==> config.mk <==
export PLATFORM = sky130hd
export DESIGN_NAME = tl_fifo_drain_arbiter
export DESIGN_NICKNAME = d
export VERILOG_FILES = /design/src/rtl/tl_fifo_drain_arbiter_pkg.sv /design/src/rtl/tl_fifo_drain_arbiter_rr.sv /design/src/rtl/tl_fifo_drain_arbiter.sv
export SDC_FILE = /design/constraint.sdc
export NUM_CORES = 1
export LEC_CHECK = 0
export ABC_CLOCK_PERIOD_IN_PS = 2350
export CAP_MARGIN = 20
export CORE_ASPECT_RATIO = 1.1
export CORE_UTILIZATION = 43
export DETAILED_ROUTE_END_ITERATION = 12
export PLACE_DENSITY = 0.88
export SLEW_MARGIN = 15
export SYNTH_ARGS = -nofsm -noshare
export SYNTH_HDL_FRONTEND = slang
export SYNTH_SLANG_ARGS = --single-unit
==> constraint.sdc <==
create_clock -name clk -period 2.35 [get_ports clk]
set_input_delay 0.705 -clock clk [delete_from_list [all_inputs] [get_ports clk]]
set_output_delay 0.705 -clock clk [all_outputs]
set_load 0.02 [all_outputs]
==> src/rtl/tl_fifo_drain_arbiter_pkg.sv <==
// rtl/tl_fifo_drain_arbiter_pkg.sv - shared constants and FSM encoding for the FIFO drain arbiter
package tl_fifo_drain_arbiter_pkg;

  localparam int NUM_SRC          = 4;
  localparam int DEF_LINE_SIZE    = 12;
  localparam int DEF_HOLDOFF      = 3;

  typedef enum logic [1:0] {
    ST_IDLE   = 2'd0,
    ST_ACTIVE = 2'd1,
    ST_DRAIN  = 2'd2
  } state_e;

endpackage

==> src/rtl/tl_fifo_drain_arbiter_rr.sv <==
// rtl/tl_fifo_drain_arbiter_rr.sv - 4-way combinational round-robin arbiter
module rr_arbiter4 (
  input  logic [3:0] req,
  input  logic [1:0] ptr,
  output logic       grant_valid,
  output logic [1:0] grant_idx
);

  logic [1:0] cand;

  // First requester found scanning ptr, ptr+1, ... with natural 2-bit wrap.
  always_comb begin
    grant_valid = 1'b0;
    grant_idx   = ptr;
    cand        = ptr;
    for (int k = 0; k < 4; k++) begin
      cand = ptr + 2'(k);
      if (!grant_valid && req[cand]) begin
        grant_valid = 1'b1;
        grant_idx   = cand;
      end
    end
  end

endmodule

==> src/rtl/tl_fifo_drain_arbiter.sv <==
// rtl/tl_fifo_drain_arbiter.sv - drains four source FIFOs into one destination FIFO
module tl_fifo_drain_arbiter
  import tl_fifo_drain_arbiter_pkg::*;
#(
  parameter int LINE_SIZE = DEF_LINE_SIZE,
  parameter int HOLDOFF   = DEF_HOLDOFF
) (
  input  logic                         clk,
  input  logic                         reset,
  input  logic                         en,
  input  logic [NUM_SRC-1:0]           src_empty,
  input  logic [NUM_SRC*LINE_SIZE-1:0] src_data,
  input  logic                         dst_afull,
  output logic [NUM_SRC-1:0]           src_pop,
  output logic                         dst_push,
  output logic [LINE_SIZE-1:0]         dst_data,
  output logic [1:0]                   last_src,
  output logic                         idle
);

  localparam int HOLD_W = (HOLDOFF < 1) ? 1 : $clog2(HOLDOFF + 1);

  state_e                state_q, state_d;
  logic [1:0]            rr_ptr_q, rr_ptr_d;
  logic [HOLD_W-1:0]     hold_cnt_q [NUM_SRC];
  logic [HOLD_W-1:0]     hold_cnt_d [NUM_SRC];
  logic                  s0_valid_q, s0_valid_d;
  logic [1:0]            s0_idx_q, s0_idx_d;
  logic                  s1_valid_q, s1_valid_d;
  logic [1:0]            s1_idx_q, s1_idx_d;
  logic [NUM_SRC-1:0]    src_pop_q, src_pop_d;
  logic                  dst_push_q, dst_push_d;
  logic [LINE_SIZE-1:0]  dst_data_q, dst_data_d;
  logic [1:0]            last_src_q, last_src_d;
  logic                  idle_q, idle_d;

  logic [NUM_SRC-1:0]    eligible;
  logic                  grant_valid;
  logic [1:0]            grant_idx;
  logic                  issue;

  always_comb begin
    for (int i = 0; i < NUM_SRC; i++) begin
      eligible[i] = !src_empty[i] && (hold_cnt_q[i] == '0);
    end
  end

  rr_arbiter4 u_arb (
    .req         (eligible),
    .ptr         (rr_ptr_q),
    .grant_valid (grant_valid),
    .grant_idx   (grant_idx)
  );

  always_comb begin
    state_d    = state_q;
    rr_ptr_d   = rr_ptr_q;
    src_pop_d  = '0;
    dst_data_d = dst_data_q;
    last_src_d = last_src_q;

    // Dropping en in ACTIVE must suppress the issue on that same edge.
    issue = (state_q == ST_ACTIVE) && en && !dst_afull && grant_valid;

    for (int i = 0; i < NUM_SRC; i++) begin
      hold_cnt_d[i] = (hold_cnt_q[i] != '0) ? hold_cnt_q[i] - HOLD_W'(1) : '0;
    end

    if (issue) begin
      src_pop_d[grant_idx]  = 1'b1;
      rr_ptr_d              = grant_idx + 2'd1;
      hold_cnt_d[grant_idx] = HOLD_W'(HOLDOFF);
    end

    s0_valid_d = issue;
    s0_idx_d   = issue ? grant_idx : s0_idx_q;
    s1_valid_d = s0_valid_q;
    s1_idx_d   = s0_idx_q;

    // Stage 1 lines up with the FIFO's registered data_out, so capture it now.
    dst_push_d = s1_valid_q;
    if (s1_valid_q) begin
      dst_data_d = src_data[int'(s1_idx_q) * LINE_SIZE +: LINE_SIZE];
      last_src_d = s1_idx_q;
    end

    case (state_q)
      ST_IDLE:   if (en) state_d = ST_ACTIVE;
      ST_ACTIVE: if (!en) state_d = ST_DRAIN;
      ST_DRAIN: begin
        if (en)                             state_d = ST_ACTIVE;
        else if (!s0_valid_q && !s1_valid_q) state_d = ST_IDLE;
      end
      default:   state_d = ST_IDLE;
    endcase

    idle_d = (state_d == ST_IDLE);
  end

  always_ff @(posedge clk or posedge reset) begin
    if (reset) begin
      state_q    <= ST_IDLE;
      rr_ptr_q   <= 2'd0;
      for (int i = 0; i < NUM_SRC; i++) hold_cnt_q[i] <= '0;
      s0_valid_q <= 1'b0;
      s0_idx_q   <= 2'd0;
      s1_valid_q <= 1'b0;
      s1_idx_q   <= 2'd0;
      src_pop_q  <= '0;
      dst_push_q <= 1'b0;
      dst_data_q <= '0;
      last_src_q <= 2'd0;
      idle_q     <= 1'b1;
    end else begin
      state_q    <= state_d;
      rr_ptr_q   <= rr_ptr_d;
      for (int i = 0; i < NUM_SRC; i++) hold_cnt_q[i] <= hold_cnt_d[i];
      s0_valid_q <= s0_valid_d;
      s0_idx_q   <= s0_idx_d;
      s1_valid_q <= s1_valid_d;
      s1_idx_q   <= s1_idx_d;
      src_pop_q  <= src_pop_d;
      dst_push_q <= dst_push_d;
      dst_data_q <= dst_data_d;
      last_src_q <= last_src_d;
      idle_q     <= idle_d;
    end
  end

  assign src_pop  = src_pop_q;
  assign dst_push = dst_push_q;
  assign dst_data = dst_data_q;
  assign last_src = last_src_q;
  assign idle     = idle_q;

endmodule
# Word level (Yosys, flattened, before mapping)
# Index checks and enable logic that the tools add are counted.
[word_totals] regBits=38 input_bits=56 wordCells=100 output_inout_bits=20
[classes] n_mux=30 addsub=8 n_shift=1 n_bitwise=2 n_lt_le_gt_ge=8 n_reduce_logical=33 multipliers=1 eq_ne=2
[ops] operator="$shiftx 48x7->12" count=1
[ops] operator="$mux 2" count=12
[ops] operator="$lt 2x3->1 const B" count=5
[ops] operator="$logic_and 1x1->1" count=13
[ops] operator="$logic_not 2->1" count=6
[ops] operator="$logic_not 1->1" count=10
[ops] operator="$mux 1" count=9
[ops] operator="$bmux 1 s2" count=4
[ops] operator="$mux 8" count=1
[ops] operator="$or 8x8->8" count=1
[ops] operator="$reduce_bool 2->1" count=4
[ops] operator="$sub 2x1->2 const B" count=4
[ops] operator="$pmux 2 s3" count=1
[ops] operator="$add 2x1->2 const B" count=2
[ops] operator="$add 2x2->2 const B" count=2
[ops] operator="$demux 2 s2" count=1
[ops] operator="$mul 2x2->4 const B" count=1
[ops] operator="$mux 4" count=1
[ops] operator="$ge 3x3->1 const B" count=1
[ops] operator="$lt 3x1->1 const B" count=1
[ops] operator="$not 2->3" count=1
[ops] operator="$demux 1 s2" count=1
[ops] operator="$eq 2x1->1 const B" count=1
[ops] operator="$eq 2x2->1 const B" count=1
[ops] operator="$ge 2x1->1 const B" count=1

# Logic depth before layout (Yosys ltp)
# Gate-level depths: netlist of run 1.
[logic_depth] ltp_word=21 ltp_mapped=7 depth_no_buf=7

# Hierarchy
# A second synthesis of run 1 with hierarchy kept.
[hier_totals] cells_unflattened=167 area_unflattened_um2=1873.0
[modules_own_cells] module="tl_fifo_drain_arbiter" instances=1 cells_each=151 area_per_inst_um2=1776.7
[modules_own_cells] module="rr_arbiter4" instances=1 cells_each=16 area_per_inst_um2=96.3

# Least setup slack after synthesis of run 1
# Ideal clock, no wire load.
[synth_path] kind="input-to-reg" start="in src_empty[3]" end="reg rr_ptr_q[1]" required_time_ns=2.273 arrival_time_ns=2.012 stages=6 slack_ns=0.261 setup_time_ns=0.077 path_cell_list="nor3_1 o21ai_2 a211oi_4 inv_1 ha_1 a21oi_1"
[synth_between] elab_chain_len=15 word_cells_on_any_way=25 classes_between="add/sub (1); mux (15); reduce/logical (9)"
[synth_rtl] item="from (decl)" line_no="tl_fifo_drain_arbiter.sv:11" rtl="input logic [NUM_SRC-1:0] src_empty,"
[synth_rtl] item="$logic_not 1->1 (*)" line_no="tl_fifo_drain_arbiter.sv:44" rtl="eligible[i] = !src_empty[i] && (hold_cnt_q[i] == '0);"
[synth_rtl] item="$logic_and 1x1->1 (*)" line_no="tl_fifo_drain_arbiter.sv:44"
[synth_rtl] item="$bmux 1 s2" line_no="tl_fifo_drain_arbiter_rr.sv:18" rtl="if (!grant_valid && req[cand]) begin"
[synth_rtl] item="$mux 1 (implied by the code)" line_no="tl_fifo_drain_arbiter_rr.sv:18"
[synth_rtl] item="$mux 1" line_no="tl_fifo_drain_arbiter_rr.sv:18"
[synth_rtl] item="$logic_not 1->1" line_no="tl_fifo_drain_arbiter_rr.sv:18"
[synth_rtl] item="$logic_and 1x1->1" line_no="tl_fifo_drain_arbiter_rr.sv:18"
[synth_rtl] item="$mux 1" line_no="tl_fifo_drain_arbiter_rr.sv:18"
[synth_rtl] item="$logic_not 1->1" line_no="tl_fifo_drain_arbiter_rr.sv:18"
[synth_rtl] item="$logic_and 1x1->1" line_no="tl_fifo_drain_arbiter_rr.sv:18"
[synth_rtl] item="$mux 1" line_no="tl_fifo_drain_arbiter_rr.sv:18"
[synth_rtl] item="$logic_not 1->1" line_no="tl_fifo_drain_arbiter_rr.sv:18"
[synth_rtl] item="$logic_and 1x1->1" line_no="tl_fifo_drain_arbiter_rr.sv:18"
[synth_rtl] item="$mux 2 (*)" line_no="tl_fifo_drain_arbiter_rr.sv:18"
[synth_rtl] item="named net grant_idx[0]" line_no="tl_fifo_drain_arbiter.sv:39" rtl="logic [1:0] grant_idx;"
[synth_rtl] item="$add 2x1->2 (*)" line_no="tl_fifo_drain_arbiter.sv:71" rtl="rr_ptr_d = grant_idx + 2'd1;"
[synth_rtl] item="to (signal assigned)" line_no="tl_fifo_drain_arbiter.sv:116" rtl="rr_ptr_q <= rr_ptr_d;"
[synth_rtl] item="to (decl)" line_no="tl_fifo_drain_arbiter.sv:24" rtl="logic [1:0] rr_ptr_q, rr_ptr_d;"
# The timed path passes the listed nets; every way through them passes the cells marked *. The select of a mux whose other input is x is not followed.
# A chain may end at the register's enable or synchronous reset.

==> flow_summary.json, run 1 <==
{
  "num_antenna_cells": 0,
  "grt_pass1_vias": 1417,
  "viasPerCell": 5.294,
  "antenna_found_initial": 0,
  "fillCellCount": 292,
  "fp.dieH_um": 70.74,
  "start_kind": "input port",
  "drive_gt1_frac": 0.2627,
  "coreArea_mm2": 0.004054,
  "die_width_um": 64.49,
  "critPathArrivalTime_ns": 2.41,
  "placed_area_mm2": 0.002709,
  "yosys_register_bits": 38,
  "pwr-share-clk": 0.181,
  "ctsHoldBuffers": 0,
  "io_buffers": 75,
  "synth_top_family_by_area": "multiplexers",
  "synthSimpleGateAreaFrac": 0.08808,
  "p_seq_frac": 0.367,
  "synth_xor_area_frac": 0,
  "wirelength_um": 4396,
  "setup_viol": 0,
  "cts_buffers": 5,
  "drtIter0Drc": 26,
  "p_sw_uw": 908.9,
  "rsz0062_at_grt": "no",
  "layout_min_cycle_time_ns": 2.239,
  "cts_resized": 0,
  "cts_buffer_depth": 2,
  "syn-cell-area_mm2": 0.001847,
  "avgRoutedWirePerCell_um": 16.34,
  "insertion_delay_ns": 0.28,
  "fin_ws_ns": 0.1108,
  "cts_sinks": 38,
  "vias": 1424,
  "cp_data_required_time_ns": 2.52,
  "syn-num-nets": 188,
  "synth_cell_type_count": 34,
  "post-synth-top-count-cell": "dfrtp_1",
  "dp_slack_ns": -0.1679,
  "grt_usage": 0.2030,
  "muxShareOfSynthArea": 0.2439,
  "design_area_mm2": 0.002819,
  "grt_pass1_wl_um": 6955,
  "critPathMaxFanout": 7,
  "synth_area_leaders": "dfrtp_1 (50%), mux4_2 (15%), mux2_2 (9.8%), inv_1 (2.2%), nand2_1 (1.6%)",
  "power_density_mw_per_mm2": 985.5,
  "swShare": 0.3272,
  "die_area_mm2": 0.004561,
  "cts_tree": "built",
  "worst_pin_slew_ns": 0.6093,
  "synth-edff-count": 0,
  "synth_common_cells": "dfrtp_1 (37), mux2_2 (16), mux4_2 (12)",
  "crit_path_end_kind": "flop",
  "yosys.area_share.adder": 0.01355,
  "synth_top_area_cell": "dfrtp_1",
  "dr.pass1.iters": 4,
  "drc": 0,
  "multi_input_area_um2": 832.0,
  "area_delta_synth_final_pct": 52.64,
  "grt_max_degree": 39,
  "drv_slew": 0,
  "hpwl_um": 3494,
  "clk_pin_slew_ns": 0.07,
  "start_util": 0.4556,
  "cts_max_level": 2,
  "power.internal_uw": 1869,
  "syn_inst": 130,
  "cap_violations": 0,
  "boundaryPins": 76,
  "p_leak_uw": 0.001175,
  "criticalPathCategory": "input port to flop",
  "yosysTopAreaCellShare": 0.5014,
  "seq_area_frac_synth": 0.5156,
  "postRouteAntennaNets": 0,
  "seq_area_um2": 952.2,
  "synth_area_per_cell_um2": 14.21,
  "grt_overflow": 0,
  "num_rows": 24,
  "synth_compound_area_frac": 0.1050,
  "yosys_warnings": 0,
  "p_comb_frac": 0.452,
  "max-vdd-ir-drop_v": 0.0004881,
  "status": "complete, no violations",
  "fmax_ghz": 0.4466,
  "slew_headroom": 0.5938,
  "post_cts_buffers": 0,
  "clockRootBuffer": "clkbuf_8",
  "hold_viol": 0,
  "fin_nets": 274,
  "total_power_uw": 2778,
  "gp_congestion": 0.8024,
  "fin_crit_sh": 0.9529,
  "async_flop_share": 1.000,
  "ys_dominant_reg_cell": "dfrtp_1",
  "finClkSkew_ns": 0.003320,
  "hold_class": "flop to flop"
}
## final cells by class
class,count,share of cell area
Multi-Input combinational cell,76,0.2952
Inverter,11,0.01465
Clock buffer,8,0.03906
Sequential cell,38,0.3378
Timing Repair Buffer,84,0.2903
Tap cell,52,0.02308
## cells by family (layout without fill, tap and decap cells)
| kind of cell | count (synthesis) | after routing |
|---|---|---|
| flip-flops | 38 | 38 |
| AO/OA/AOI/OAI | 18 | 18 |
| multiplexers | 28 | 28 |
| AND/OR/NAND/NOR | 28 | 28 |
| adder cells (fa/ha/maj) | 2 | 2 |
| buffers and inverters | 16 | 103 |
## per-layer routing
| layer | vias to the layer above | part of all wire | wire (um) | GRT usage |
|---|---|---|---|---|
| li1 | 652 | - | - | - |
| met1 | 698 | 0.39 | 1730 | 0.2314 |
| met2 | 68 | 0.50 | 2179 | 0.3579 |
| met3 | 6 | 0.10 | 455 | 0.07903 |
| met4 | 0 | 0.0068 | 30 | 0.04444 |
| met5 | - | 0 | 0 | 0 |
## per-stage QoR
stage          cells  setup TNS, ns  hold slack [ns]  utilization
2_1_floorplan    130              0           0.3488            -
3_3_place_gp     261        -0.7897           0.3557       0.6682
3_5_place_dp     261         -1.424           0.3622       0.6682
4_1_cts          269              0           0.3756       0.6954
5_1_grt          269              0           0.3806       0.6954
6_report         269              0           0.3765       0.6954
## critical path, stage by stage
cell and delay (ns):
clkdlybuf4s50_1 0.44, or3_1 0.39, a311oi_4 0.32, a211oi_4 0.07, buf_4 0.18, o32ai_1 0.30
## worst paths after layout
path | from | endpoint | slack [ns] | cells after the start
min in group asynchronous | reset | dst_data[9] | 0.82 | 3
hold reg to reg | s0_idx_q[1] | s1_idx_q[1] | 0.38 | 0
setup reg to reg | rr_ptr_q[0] | hold_cnt_q[6] | 0.46 | 5
setup / recovery | src_empty[2] | hold_cnt_q[6] | 0.11 | 6
hold / removal | s0_idx_q[1] | s1_idx_q[1] | 0.38 | 0
max in group asynchronous | reset | idle | 1.19 | 3
## flip-flops by register name, summed over array words and instances (netlist names)
register	count
dst_data	12
dst_push	1
dst_push_d	1
hold_cnt_q	8
idle	1
last_src	2
rr_ptr_q	2
s0_idx_q	2
s0_valid_q	1
s1_idx_q	2
src_pop	4
state_q	2
## power groups by stage
stage	combinational [uW]	clock [uW]	sequential (uW)
2_1_floorplan	604	0	1150
3_3_place_gp	1230	0	1020
3_5_place_dp	1260	0	1040
4_1_cts	1270	524	1020
5_1_grt	1330	550	1050
6_report	1260	504	1020
## placed cells by master (no fill, tap or decap), types with 2 or more instances in the layout
cell type        instances
a21oi_1                  4
a32o_1                   2
buf_4                    9
clkbuf_8                 8
clkdlybuf4s50_1         75
dfrtp_1                 37
ha_1                     2
inv_1                   11
mux2_2                  16
mux4_2                  12
nand2_1                  8
nor2_1                   6
nor3_1                   3
o21ai_0                  2
or3_1                    2
or3_4                    2
(Power assumes the default switching activity.)
==> run 2: changes to the inputs <==
Settings changed: SKIP_CTS_REPAIR_TIMING set to 1.
==> results of run 2 <==
No change in the layout: final DEF, timing and power equal those of run 1.
